File: src/rtl/handshake_fifo_pkg.sv
// Shared helpers for the handshake FIFO slice.
package handshake_fifo_pkg;

    function automatic bit is_pow2(input int n);
        return (n > 0) && ((n & (n - 1)) == 0);
    endfunction

endpackage

File: src/rtl/handshake_if.sv
// Ready/valid stream bundle; a word moves on any edge where valid && ready.
interface handshake_if #(
    parameter int DATA_WIDTH = 32
) ();
    logic [DATA_WIDTH-1:0] data;
    logic                  valid;
    logic                  ready;

    modport master (output data, output valid, input  ready);
    modport slave  (input  data, input  valid, output ready);
endinterface

File: src/rtl/handshake_fifo_mem.sv
// One write port, one asynchronous read port register array.
module handshake_fifo_mem #(
    parameter int DATA_WIDTH = 32,
    parameter int DEPTH      = 4,
    localparam int AW        = $clog2(DEPTH)
) (
    input  logic                  clk,
    input  logic                  we,
    input  logic [AW-1:0]         waddr,
    input  logic [DATA_WIDTH-1:0] wdata,
    input  logic [AW-1:0]         raddr,
    output logic [DATA_WIDTH-1:0] rdata
);
    logic [DATA_WIDTH-1:0] mem [DEPTH];

    always_ff @(posedge clk) begin
        if (we) mem[waddr] <= wdata;
    end

    assign rdata = mem[raddr];
endmodule

File: src/rtl/handshake_fifo.sv
// First-word-fall-through ready/valid FIFO; all outputs come from registered state.
module handshake_fifo
    import handshake_fifo_pkg::*;
#(
    parameter int DATA_WIDTH = 32,
    parameter int DEPTH      = 4,
    parameter int AF_THRESH  = DEPTH - 1,
    localparam int CW        = $clog2(DEPTH + 1)
) (
    input  logic          clk,
    input  logic          rst,
    handshake_if.slave    s,
    handshake_if.master   m,
    output logic [CW-1:0] count,
    output logic          almost_full
);
    localparam int AW = $clog2(DEPTH);

    if (!is_pow2(DEPTH) || DEPTH < 2) begin : g_bad_depth
        $error("handshake_fifo: DEPTH must be a power of two and >= 2");
    end
    if (AF_THRESH < 1 || AF_THRESH > DEPTH) begin : g_bad_af
        $error("handshake_fifo: AF_THRESH must be within 1..DEPTH");
    end

    logic [AW-1:0] wr_ptr, rd_ptr;
    logic          full, empty, push, pop;

    assign full  = (count == CW'(DEPTH));
    assign empty = (count == '0);
    assign push  = s.valid && !full;
    assign pop   = m.ready && !empty;

    assign s.ready     = !full;
    assign m.valid     = !empty;
    assign almost_full = (count >= CW'(AF_THRESH));

    // Pointers wrap for free because DEPTH is a power of two.
    always_ff @(posedge clk) begin
        if (rst) begin
            wr_ptr <= '0;
            rd_ptr <= '0;
            count  <= '0;
        end else begin
            if (push) wr_ptr <= wr_ptr + 1'b1;
            if (pop)  rd_ptr <= rd_ptr + 1'b1;
            case ({push, pop})
                2'b10:   count <= count + 1'b1;
                2'b01:   count <= count - 1'b1;
                default: count <= count;
            endcase
        end
    end

    handshake_fifo_mem #(
        .DATA_WIDTH (DATA_WIDTH),
        .DEPTH      (DEPTH)
    ) u_mem (
        .clk   (clk),
        .we    (push && !rst),
        .waddr (wr_ptr),
        .wdata (s.data),
        .raddr (rd_ptr),
        .rdata (m.data)
    );
endmodule

File: src/flat_wrapper.sv
// flat-port wrapper written by rule: the top's interface ports become plain ports
module handshake_fifo_flat import handshake_fifo_pkg::*;
#(
    parameter int DATA_WIDTH = 32,
    parameter int DEPTH      = 4,
    parameter int AF_THRESH  = DEPTH - 1,
    localparam int CW        = $clog2(DEPTH + 1)
)
  (clk, rst, count, almost_full, s_data, s_valid, s_ready, m_data, m_valid, m_ready);
  handshake_if #(.DATA_WIDTH(DATA_WIDTH)) s_i ();
  handshake_if #(.DATA_WIDTH(DATA_WIDTH)) m_i ();
  input  logic clk;
  input  logic rst;
  output logic [CW-1:0] count;
  output logic almost_full;
  input wire logic [$bits(s_i.data)-1:0] s_data;
  input wire logic [$bits(s_i.valid)-1:0] s_valid;
  output wire logic [$bits(s_i.ready)-1:0] s_ready;
  output wire logic [$bits(m_i.data)-1:0] m_data;
  output wire logic [$bits(m_i.valid)-1:0] m_valid;
  input wire logic [$bits(m_i.ready)-1:0] m_ready;
  assign s_i.data = s_data;
  assign s_i.valid = s_valid;
  assign s_ready = s_i.ready;
  assign m_data = m_i.data;
  assign m_valid = m_i.valid;
  assign m_i.ready = m_ready;
  handshake_fifo #(.DATA_WIDTH(DATA_WIDTH), .DEPTH(DEPTH), .AF_THRESH(AF_THRESH)) u_core (.clk(clk), .rst(rst), .s(s_i), .m(m_i), .count(count), .almost_full(almost_full));
endmodule
File: config.mk
export PLATFORM = sky130hd
export DESIGN_NAME = handshake_fifo_flat
export DESIGN_NICKNAME = d
export VERILOG_FILES = /design/src/rtl/handshake_fifo_pkg.sv /design/src/rtl/handshake_if.sv /design/src/rtl/handshake_fifo_mem.sv /design/src/rtl/handshake_fifo.sv /design/src/flat_wrapper.sv
export SDC_FILE = /design/constraint.sdc
export NUM_CORES = 1
export LEC_CHECK = 0
export CELL_PAD_IN_SITES_DETAIL_PLACEMENT = 1
export CELL_PAD_IN_SITES_GLOBAL_PLACEMENT = 2
export CORE_MARGIN = 8
export CORE_UTILIZATION = 40
export DETAILED_ROUTE_END_ITERATION = 8
export PLACE_DENSITY_LB_ADDON = 0.1
export SYNTH_ARGS = -nofsm -noshare
export SYNTH_HDL_FRONTEND = slang
export SYNTH_SLANG_ARGS = --single-unit
File: constraint.sdc
create_clock -name clk -period 7.8 [get_ports clk]
set_clock_uncertainty 0.2 [all_clocks]
set_input_delay 0.78 -clock clk [delete_from_list [all_inputs] [get_ports clk]]
set_output_delay 0.78 -clock clk [all_outputs]
set_load 0.02 [all_outputs]
==> results.md, run 1 <==
Synthesis:
- The Yosys step of the flow raised 0 warnings.
- For this run, asynchronously set or reset flops after synthesis account for 0%.
- For this run, the leading register cell type out of synthesis is sky130_fd_sc_hd__edfxtp_1.
- The biggest area contributor in the post-synthesis netlist is sky130_fd_sc_hd__edfxtp_1.
- By area the synthesized netlist is led by sky130_fd_sc_hd__edfxtp_1 (75%), sky130_fd_sc_hd__mux4_2 (14%), sky130_fd_sc_hd__dfxtp_1 (3.5%).
- The number of instances in the synthesized netlist is 219.
- Synthesis produced a netlist with a net count of 261.
- The number of flops mapped to enable cells by yosys is 128.
- After synthesis, the mean cell area works out to 23.3 µm².
- The number of synthesized register bits is 137.
- By count the netlist is led by sky130_fd_sc_hd__edfxtp_1 (128), sky130_fd_sc_hd__mux4_2 (32), sky130_fd_sc_hd__dfxtp_1 (9).
- The share of the synthesized area in the top cell type is 75.5%.
- The netlist uses 24 different library cells.
- The most used standard cell by instance count after synthesis is sky130_fd_sc_hd__edfxtp_1.
- The mapped netlist covers 5090 µm².
- The share of the Yosys chip area taken by registers is 79.0%.

Floorplanning:
- The effective utilization at floorplan is 40.7%.
- The I/O pin count is 74.
- The floorplan step defined a core boundary enclosing 12500 µm².
- The height of the die is 129 µm.
- Row generation in the floorplan step produced 41 rows.
- The overall die area is 16600 µm².
- From left edge to right edge, the die measures 129 µm.

Layout:
- The number of antenna repair diodes is 0.
- The area added between synthesis and finish is 29.6%.
- Once layout is complete, the cells apart from fillers number 495.
- The multi-input combinational cells in the finished layout cover a total of 1030 µm².
- The net count of the finished layout is 352.
- In the final layout, the share of cells above drive strength 1 is 23.8%.
- The number of filler cells placed in the layout is 1140.
- Summing all flip-flop and latch instances after layout gives 4030 µm².

Placement:
- The cell total after placement is 463.
- At the end of routability-driven placement, the weighted congestion stood at 0.650.
- Timing analysis after detailed placement gives a worst setup slack of 4.46 ns.
- The number of buffer cells added on primary ports is 73.
- The half-perimeter wire length after detailed placement is 6.25 mm.

Drt:
- The starting DRC count in detailed routing is 140.
- The number of iterations in the first detailed-routing pass is 4.
- The detailed-route DRC error count is 0.
- The routed length per placed instance is 20.3 µm.
- In the routed layout, each cell is associated on average with a via count of 4.93.
- The detail route stage leaves a number of antenna-violating nets equal to 0.
- The routed layout has 2442 vias.
- For this block, the routed nets add up to 10.1 mm of wire.

Hold path:
- The tightest min-delay check is of the reg -> reg type.
- The number of cells on the worst hold path is 2.
- In this run the most critical hold path is launched from u_core.wr_ptr[1]$_SDFFE_PP0N_.
- The worst hold endpoint is u_core.wr_ptr[1]$_SDFFE_PP0N_.

Global routing:
- The final global-route overflow total is 0.
- Global routing consumed, on the met3 layer, 4.76% of the routing resources.
- The number of global-route vias before repair is 2766.
- In this run the most used layer during global routing was met2.
- Entering global routing, the biggest net connects 33 pins.
- The initial antenna violation count is 0.
- The met2 track utilization from global routing is 21.0%.
- The first-pass GRT wire length is 15.7 mm.
- For this run, the total global-route usage over all layers was measured as 13.2%.
- For this run, global-route usage on met1 was measured as 15.5%.

Clocking:
- After clock tree synthesis, the clock-pin slew on the worst setup and hold paths is 0.06 ns.
- The maximum level of the CTS H-tree is 4.
- The clock buffer count from CTS is 17.
- The clock passes through at most 2 buffers.
- The clock tree from TritonCTS is yes.
- Gates resized during post-CTS repair numbered 0.
- For this design, the CTS-stage hold fixing added 0 buffers.
- Post-CTS timing repair inserted 0 buffers for setup.
- Counting every sink on the clock net gives 137.
- CTS placed an instance of sky130_fd_sc_hd__clkbuf_16 at the clock tree root.
- The latest clock arrival within the worst-skew pair is 0.41 ns.

Worst setup path:
- Measured in cells, the most critical reg-to-reg path has a length of 9.
- For the worst setup path, the data required time is 6.82 ns.
- By startpoint and endpoint, the worst setup path is classified as reg -> out.
- The launching element type of the critical path is a flop.
- The reg-to-reg setup timing slack is 4.95 ns.
- The type of destination of the critical path is an output port.
- For the worst setup path, the data arrival time is 2.73 ns.
- The worst register-to-register path ends at u_core.count[2]$_SDFFE_PP0P_.
- The maximum fanout count along the critical path is 17.
- The startpoint identified for the worst register-to-register timing path is u_core.count[2]$_SDFFE_PP0P_.

Outcome:
- The run finished with clean final reports.

Timing:
- Headroom to the max-slew limit came out at 39.6%.
- The max-slew violation count is 0.
- The count of endpoints failing hold in the final timing report is 0.
- The achievable frequency is 270 MHz.
- The time the worst path needs with I/O delays and setup is 3.71 ns.
- Setup violations remaining at the end of the flow were counted as 0.
- For the pin with the worst max-slew slack, the measured transition is 0.906 ns.
- The post-route worst hold slack is 0.316 ns.
- Setup repair after global routing left no endpoint under its margin.
- The post-route worst setup slack is 4.09 ns.
- The aggregate negative setup slack is 0 ns.
- In the finished design, the share of the clock period the worst path needs comes to 47.5%.

Power and ir drop:
- The maximum VDD drop is 163 µV.
- Summed over all nets, the switching power comes to 0.582 mW.
- Per report_power, the combinational group accounts for 25.0% of the total.
- In this run the static leakage power is 2.12 nW.
- The share of total power dissipated in the clock network is 32.8%.
- The internal power of the cells totals 1.58 mW.
- The share of total power dissipated in sequential elements is 42.3%.
- The overall power after layout is 2.16 mW.
- The switching portion of total power is 27.0%.
- Dividing total power by cell area gives a power density of 327 nW/µm².

Job:
- The max-capacitance violation count is 0.
==> placed cells by master (no fill, tap or decap), types with 3 or more instances in the layout <==
| cell | n |
|---|---|
| sky130_fd_sc_hd__dfxtp_1 | 7 |
| sky130_fd_sc_hd__buf_4 | 7 |
| sky130_fd_sc_hd__xor2_1 | 3 |
| sky130_fd_sc_hd__edfxtp_1 | 128 |
| sky130_fd_sc_hd__clkinv_2 | 7 |
| sky130_fd_sc_hd__clkbuf_1 | 3 |
| sky130_fd_sc_hd__mux4_2 | 32 |
| sky130_fd_sc_hd__clkinv_1 | 3 |
| sky130_fd_sc_hd__clkbuf_16 | 17 |
| sky130_fd_sc_hd__nor3b_2 | 4 |
| sky130_fd_sc_hd__ha_1 | 5 |
| sky130_fd_sc_hd__nor2_1 | 8 |
| sky130_fd_sc_hd__inv_1 | 6 |
| sky130_fd_sc_hd__clkdlybuf4s50_1 | 73 |
==> through the flow <==
stage          cell area (µm²)  utilization (%)
3_3_place_gp              6080             48.6
4_1_cts                   6600             52.7
6_report                  6600             52.7
5_1_grt                   6600             52.7
2_1_floorplan             5090                -
3_5_place_dp              6080             48.6
==> final cells by class <==
| class | instances | share of cell area, % |
|---|---|---|
| Clock buffer | 20 | 6.62 |
| Timing Repair Buffer | 80 | 11.9 |
| Multi-Input combinational cell | 68 | 15.6 |
| Tap cell | 172 | 3.26 |
| Inverter | 6 | 0.341 |
| Clock inverter | 12 | 1.27 |
| Sequential cell | 137 | 61.0 |
==> routing by layer <==
metal | wire (µm) | vias to the layer above
li1 | - | 1086
met1 | 4300 | 1283
met2 | 5050 | 57
met3 | 521 | 16
met4 | 187 | 0
met5 | 0 | -
==> registers in the layout, indices dropped and copies added (netlist names), named ones only <==
signal	cells
u_core.count	3
u_core.rd_ptr	2
u_core.u_mem.mem	128
u_core.wr_ptr	2
==> worst max path at each step <==
stage | endpoint | cells past startpoint
after floorplan | u_core.u_mem.mem[1][0]$_DFFE_PP_ | 4
after global placement | u_core.u_mem.mem[3][22]$_DFFE_PP_ | 3
after detailed placement | m_data[16] | 3
after CTS | m_data[16] | 3
after global routing | m_data[16] | 3
final | m_data[16] | 3
==> cells by family after synthesis <==
logic type                 Yosys count  share of synthesized area (%)
buffers and inverters               14                           1.13
muxes                               34                           14.6
xor gates and xnor gates             4                          0.688
AOI/OAI and AO/OA                    6                          0.835
and+or+nand+nor                     18                           2.06
DFF                                137                           79.0
adders and majority gates            6                           1.62
==> power by group through the flow <==
stage	Combinational (mW)	Sequential, mW	Clock (mW)
after floorplan	0.339	0.898	0
after global placement	0.546	0.929	0
after detailed placement	0.550	0.929	0
after CTS	0.553	0.915	0.730
after global routing	0.576	0.923	0.755
final	0.539	0.912	0.707
==> critical path, stage by stage, from the launching register on <==
cell                              delay, ns
sky130_fd_sc_hd__dfxtp_2               0.71
sky130_fd_sc_hd__buf_4                 0.45
sky130_fd_sc_hd__mux4_2                0.57
sky130_fd_sc_hd__clkdlybuf4s50_1       0.56
No activity file was read; power rests on OpenSTA's default activity.
==> run 2, diff against run 1 <==
==> constraint.sdc (replaced) <==
create_clock -name clk -period 3.65 [get_ports clk]
set_clock_uncertainty 0.2 [all_clocks]
set_input_delay 0.365 -clock clk [delete_from_list [all_inputs] [get_ports clk]]
set_output_delay 0.365 -clock clk [all_outputs]
set_load 0.02 [all_outputs]
==> run 2 against run 1 <==
Cell count grew 0.81%. Count of clock-buffer cells in the layout shrank 2. First-iteration DRC count shrank 48%. Critical path type is now reg -> reg. Largest cell class unchanged. Critical path depth grew 6. Clock power grew 150%. Sequential power grew 110%. Global-route usage shrank 0.31 points. Worst setup slack lost 3.3 ns. Die area is the same. Routed wire length shrank 3.0%. Combinational power grew 130%. Sequential cell count is the same.
==> results.md, run 2 (same netlist as run 1, synthesis figures left out) <==
Outcome:
- The run finished with clean final reports.

Global routing:
- The number of global-route vias before repair is 2795.
- The initial antenna violation count is 0.
- Entering global routing, the biggest net connects 28 pins.
- The final global-route overflow total is 0.
- The all-layer global routing usage is 12.9%.
- The first-pass GRT wire length is 15.2 mm.

Layout:
- The count of non-filler cells in the finished layout is 499.
- The number of filler cells placed in the layout is 1140.
- The most flop-heavy register is u_core.u_mem.mem.
- The largest registers in the layout are u_core.u_mem.mem (128), u_core.count (3).
- The register with the most flip-flops in the layout has 128 of them.
- In the final design database the tool counted 356 nets.
- Compared with the post-synthesis result, the final layout area differs by 32.1%.
- The library cells used most frequently in the layout, excluding fill and tap cells, are sky130_fd_sc_hd__edfxtp_1 (128), sky130_fd_sc_hd__clkdlybuf4s50_1 (73), sky130_fd_sc_hd__mux4_2 (32), sky130_fd_sc_hd__clkbuf_16 (17), sky130_fd_sc_hd__buf_4 (10).
- The commonest non-fill, non-tap cell in the layout is sky130_fd_sc_hd__edfxtp_1.
- The post-route netlist has 25.7% of its cells at a drive strength greater than 1.
- The design area is 6730 µm².
- The repair_antennas step left the layout with diodes totalling 0.
- Measured on the finished design, the core utilization comes to 53.8%.

Placement:
- The number of buffer cells added on primary ports is 73.
- The HPWL after detailed placement is 6.32 mm.
- The global placement routability congestion is 0.713.
- In this run, placement finished with an instance count of 467.
- The post-detailed-placement cell area is 6120 µm².

Worst setup path:
- The maximum fanout count along the critical path is 8.
- STA puts the critical path data arrival time at 2.97 ns.
- The type of destination of the critical path is a flop.
- The worst setup path is launched from a flop.
- The required time reported for the critical path endpoint is 3.79 ns.
- The worst setup path is of the reg -> reg kind.

Timing:
- The max-slew violation count is 0.
- After layout, the worst path uses 77.5% of the clock period.
- Setup repair after global routing left no endpoint under its margin.
- The aggregate negative setup slack is 0 ns.
- Setup violations remaining at the end of the flow were counted as 0.
- The remaining max-slew budget at the tightest pin is 55.0%.
- Derived from the worst setup path, the maximum achievable clock frequency is 353 MHz.
- The time the worst path needs with I/O delays and setup is 2.83 ns.
- At the pin with the least slew margin, the transition time is 0.672 ns.
- The count of endpoints failing hold in the final timing report is 0.

Clocking:
- The cell sitting at the root of the clock tree is a sky130_fd_sc_hd__clkbuf_16.
- In this run the post-CTS setup repair buffer count came out at 0.
- The number of sinks handled by clock tree synthesis is 137.
- In this run the number of H-tree levels came out at 4.
- The clock tree from TritonCTS is yes.
- The clock tree buffer depth is 2.
- The clock edge transition at the registers on the reported setup and hold paths is 0.06 ns.
- TritonCTS created 17 clock buffers.
- The latest clock arrival within the worst-skew pair is 0.42 ns.
- Once the clock tree was built, the resizer swapped 0 gates to a different size.
- The count of hold-fix buffers inserted at cts is 0.

Drt:
- The detailed-route DRC error count is 0.
- The number of iterations in the first detailed-routing pass is 4.
- The routed length per placed instance is 19.5 µm.
- The via density per instance is 4.80.
- Once detail routing completed, the nets flagged for antenna violations numbered 0.
- After the first detailed-routing iteration, the DRC count stood at 73.
- The final layout contains routed wiring with a total length of 9.75 mm.
- Summing over every cut layer, the via total after detailed routing is 2394.

Floorplanning:
- The width of the chip is 129 µm.
- The die covers 16600 µm².
- The effective utilization at floorplan is 40.7%.
- The number of rows created at floorplan is 41.
- The die is 129 µm tall.
- The area of the placeable core is 12500 µm².
- For this design the top-level I/O count stands at 74.

Job:
- The max-capacitance violation count is 0.

Power and ir drop:
- The leakage power figure is 2.18 nW.
- The power density of the placed cells is 722 nW/µm².
- Across the VDD grid, the largest voltage drop is 299 µV.
- The overall power after layout is 4.86 mW.

Hold path:
- The tightest min-delay check is of the reg -> reg type.
[run 2: worst max-delay path, stage by stage, from the launching register on]
cell	delay (ns)
sky130_fd_sc_hd__dfxtp_1	0.43
sky130_fd_sc_hd__or3b_1	0.41
sky130_fd_sc_hd__and2_4	0.19
sky130_fd_sc_hd__inv_1	0.17
sky130_fd_sc_hd__ha_1	0.22
sky130_fd_sc_hd__inv_1	0.06
sky130_fd_sc_hd__fa_1	0.37
sky130_fd_sc_hd__xor2_1	0.16
sky130_fd_sc_hd__or3_2	0.40
sky130_fd_sc_hd__a21oi_1	0.14
[run 2: final timing paths]
check / slack (ns) / depth (start not counted) / startpoint / endpoint
max: 0.82 / 9 / u_core.count[2]$_SDFFE_PP0P_ / u_core.count[2]$_SDFFE_PP0P_
min: 0.33 / 2 / u_core.wr_ptr[1]$_SDFFE_PP0N_ / u_core.wr_ptr[1]$_SDFFE_PP0N_
max reg2reg: 0.82 / 9 / u_core.count[2]$_SDFFE_PP0P_ / u_core.count[2]$_SDFFE_PP0P_
min reg2reg: 0.33 / 2 / u_core.wr_ptr[1]$_SDFFE_PP0N_ / u_core.wr_ptr[1]$_SDFFE_PP0N_
[run 2: per-layer routing]
layer | vias to the layer above | global-route usage [%] | wire length (µm)
li1 | 1095 | - | -
met1 | 1229 | 14.3 | 4030
met2 | 56 | 21.2 | 5010
met3 | 14 | 5.13 | 528
met4 | 0 | 6.43 | 181
met5 | - | 0 | 0
[run 2: layout make-up]
cell class,count,area (µm²),share of cell area (%)
well taps,172,215,3.20
multi-input cells,68,1030,15.3
flip-flops and latches,137,4030,59.8
inverters,6,22.5,0.335
clock inverters,14,179,2.66
clock buffers,18,429,6.38
repair buffers,84,826,12.3
[run 2: where the power goes]
| part | total [mW] | leakage [nW] | switching, mW | internal (mW) |
|---|---|---|---|---|
| clock network | 1.75 | 0.291 | 0.617 | 1.13 |
| registers | 1.89 | 1.24 | 0.0590 | 1.83 |
| logic | 1.22 | 0.652 | 0.586 | 0.632 |
[run 2: through the flow]
stage,hold WS (ns),setup WS [ns]
2_1_floorplan,0.264,-0.510
3_3_place_gp,0.310,0.881
3_5_place_dp,0.316,0.814
4_1_cts,0.336,0.788
5_1_grt,0.360,0.612
6_report,0.326,0.821
==> run 3, diff against run 2 <==
--- a/config.mk
+++ b/config.mk
@@ -8,7 +8,7 @@
 export CELL_PAD_IN_SITES_DETAIL_PLACEMENT = 1
 export CELL_PAD_IN_SITES_GLOBAL_PLACEMENT = 2
 export CORE_MARGIN = 8
-export CORE_UTILIZATION = 40
+export CORE_UTILIZATION = 37
 export DETAILED_ROUTE_END_ITERATION = 8
 export PLACE_DENSITY_LB_ADDON = 0.1
 export SYNTH_ARGS = -nofsm -noshare
==> constraint.sdc (replaced) <==
create_clock -name clk -period 2.6 [get_ports clk]
set_clock_uncertainty 0.2 [all_clocks]
set_input_delay 0.26 -clock clk [delete_from_list [all_inputs] [get_ports clk]]
set_output_delay 0.26 -clock clk [all_outputs]
set_load 0.02 [all_outputs]
==> run 3 against run 2 <==
Register-to-register slack worse by 0.63 ns. Count of clock-buffer cells in the layout stayed put. Critical path depth stayed put. Hold slack worse by 0.040 ns. Sequential cell count unchanged. Maximum frequency up 17%. Total power increased by 34%. First-iteration DRC count up 40%. Sequential share of layout area is 0.24 points lower. Routed wire length rose by 5.0%. Highest routed layer unchanged.
==> results.md, run 3 (same netlist as run 1, synthesis figures left out) <==
Global routing:
- The number of global-route vias before repair is 2856.
- For this run the aggregate overflow at the end of global routing stands at 0.
- Global routing consumed, over all layers together, 12.4% of the routing resources.
- The first-pass GRT wire length is 16.2 mm.
- The initial antenna violation count was 0.
- The pin count of the biggest net entering global routing is 33.

Clocking:
- The number of post-CTS setup repair buffers is 0.
- The cell sitting at the root of the clock tree is a sky130_fd_sc_hd__clkbuf_16.
- The clock tree from TritonCTS is yes.
- In this run, CTS created clock tree buffers numbering 17.
- Clock latency on the worst-skew pair, taken at its later pin, is 0.41 ns.
- The longest clock path from root to sink contains 2 buffers.
- The clock edge transition at the registers on the reported setup and hold paths is 0.05 ns.
- The number of hold buffers added after CTS was 0.
- The number of sinks handled by clock tree synthesis is 137.
- The post-cts resize count is 32.
- The H-tree generated during clock tree synthesis spans 4 levels.

Hold path:
- In this run the worst hold path is classified as in -> reg.
- The number of cells on the worst hold path is 1.
- The worst hold endpoint is u_core.u_mem.mem[2][31]$_DFFE_PP_.
- The startpoint identified for the worst hold timing path is s_data[31].

Timing:
- The actual transition at the worst max-transition pin is 0.603 ns.
- The remaining max-slew budget at the tightest pin is 59.6%.
- Timing would allow up to 415 MHz.
- The final setup violation count is 0.
- The routed design could run at a clock period as short as 2.41 ns.
- After routing, the total negative slack on setup checks comes to 0 ns.
- Setup repair after global routing left no endpoint under its margin.
- The share of the clock period used by the worst path is 92.7%.
- The max-slew violation count was 0.
- The count of endpoints failing hold in the final timing report is 0.

Layout:
- The number of antenna repair diodes is 0.
- The design area is 6770 µm².
- The final core utilization is 49.5%.
- The flip-flop count of the largest register after layout is 128.
- The net count of the finished layout is 358.
- Cells with a size suffix above 1 make up 27.4% of the layout.
- The number of filler cells placed in the layout is 1280.
- In the layout the commonest cells are sky130_fd_sc_hd__edfxtp_1 (128), sky130_fd_sc_hd__clkdlybuf4s50_1 (41), sky130_fd_sc_hd__mux4_2 (32), sky130_fd_sc_hd__dlygate4sd2_1 (32), sky130_fd_sc_hd__clkbuf_16 (17).
- The largest registers in the layout are u_core.u_mem.mem (128), u_core.count (3).
- The area added between synthesis and finish is 32.9%.
- The commonest non-fill, non-tap cell in the layout is sky130_fd_sc_hd__edfxtp_1.
- u_core.u_mem.mem holds more flip-flops than any other register.

Floorplanning:
- The die covers 17800 µm².
- For this design the top-level I/O count stands at 74.
- The width of the chip is 133 µm.
- The initialized floorplan defines 43 standard-cell rows.
- In this run the vertical extent of the chip is 133 µm.
- The total area inside the core boundary comes to 13700 µm².
- The effective utilization at floorplan is 37.3%.

Power and ir drop:
- Summed over all cells, the static leakage comes to 2.24 nW.
- In this run the power density over the cells is 962 nW/µm².
- VDD sags by at most 445 µV.

Placement:
- After detailed placement, the total cell area comes to 6260 µm².
- Summed over all nets, the half-perimeter wirelength after detailed placement is 6.63 mm.
- The global placement routability congestion is 0.682.
- The number of buffer cells added on primary ports is 73.

Worst setup path:
- The data arrival time at the worst-slack endpoint is 2.53 ns.
- The reg-to-reg setup timing slack is 0.19 ns.
- The worst register-to-register path has a depth of 9.
- The startpoint identified for the worst register-to-register timing path is u_core.count[2]$_SDFFE_PP0P_.
- For the worst setup path, the data required time is 2.72 ns.
- The capture instance of the worst register-to-register path is u_core.count[2]$_SDFFE_PP0P_.
- Along the worst path, the maximum fanout reaches 8.
- The type of destination of the critical path is a flop.
- The launching element type of the critical path is a flop.
- The category of the most critical setup path is reg -> reg.

Drt:
- The via density per instance is 4.80.
- The routed length per placed instance is 20.1 µm.
- The starting DRC count in detailed routing is 102.
- The final antenna-violating net count is 0.
- The number of iterations in the first detailed-routing pass is 4.
- The total length of routed wires is 10.2 mm.
- In the routed design, unresolved DRC markers number 0.
- Detailed routing inserted a total of 2441 vias.

Job:
- The max-capacitance violation count is 0.

Outcome:
- The flow ran to the end, and the final reports show no timing, DRC or antenna violations.
==> run 3: layout make-up <==
cell class,count,area [µm²],area share [%]
sequential,137,4030,59.6
inverter,6,26.3,0.388
clock inverter,14,113,1.66
multi-input combinational,68,1080,15.9
timing repair buffer,86,863,12.8
clock buffer,18,429,6.34
tap,180,225,3.33
==> run 3: routing by layer <==
metal	global-route usage (%)	vias up	wire length, µm
met4	5.43	0	173
met3	4.63	14	500
li1	-	1101	-
met1	14.1	1270	4370
met2	20.5	56	5190
met5	0	-	0
==> run 3: where the power goes <==
part	switching [mW]	internal, mW
registers	0.0778	2.58
logic	0.852	0.816
clock network	0.815	1.38
==> run 3: stage by stage <==
step	instances	hold WS, ns	total power, mW	setup WS (ns)
after global placement	477	0.301	4.55	0.215
after CTS	509	0.269	6.64	0.136
final	509	0.286	6.51	0.189
after global routing	509	0.288	6.83	0.104
after floorplan	219	0.159	3.76	0.0249
after detailed placement	477	0.328	4.56	0.184
==> run 3: worst max-delay path, cell delays in order (launching register included) <==
cell                         delay [ns]
sky130_fd_sc_hd__dfxtp_4           0.38
sky130_fd_sc_hd__or3b_4            0.38
sky130_fd_sc_hd__and2_4            0.17
sky130_fd_sc_hd__clkinvlp_4        0.08
sky130_fd_sc_hd__ha_4              0.13
sky130_fd_sc_hd__inv_2             0.04
sky130_fd_sc_hd__fa_2              0.34
sky130_fd_sc_hd__xor2_1            0.17
sky130_fd_sc_hd__or3_4             0.32
sky130_fd_sc_hd__a21oi_1           0.12
==> run 3: worst max path at each step <==
stage	start	to	slack (ns)	cells after the start
floorplan	u_core.count[2]$_SDFFE_PP0P_	u_core.u_mem.mem[1][0]$_DFFE_PP_	0.02	4
global placement	u_core.count[2]$_SDFFE_PP0P_	u_core.count[2]$_SDFFE_PP0P_	0.21	9
detailed placement	u_core.count[1]$_SDFFE_PP0P_	u_core.count[2]$_SDFFE_PP0P_	0.18	9
CTS	flop	m_data[1]	0.14	3
global route	u_core.count[1]$_SDFFE_PP0P_	u_core.count[2]$_SDFFE_PP0P_	0.10	9
finish	u_core.count[2]$_SDFFE_PP0P_	u_core.count[2]$_SDFFE_PP0P_	0.19	9
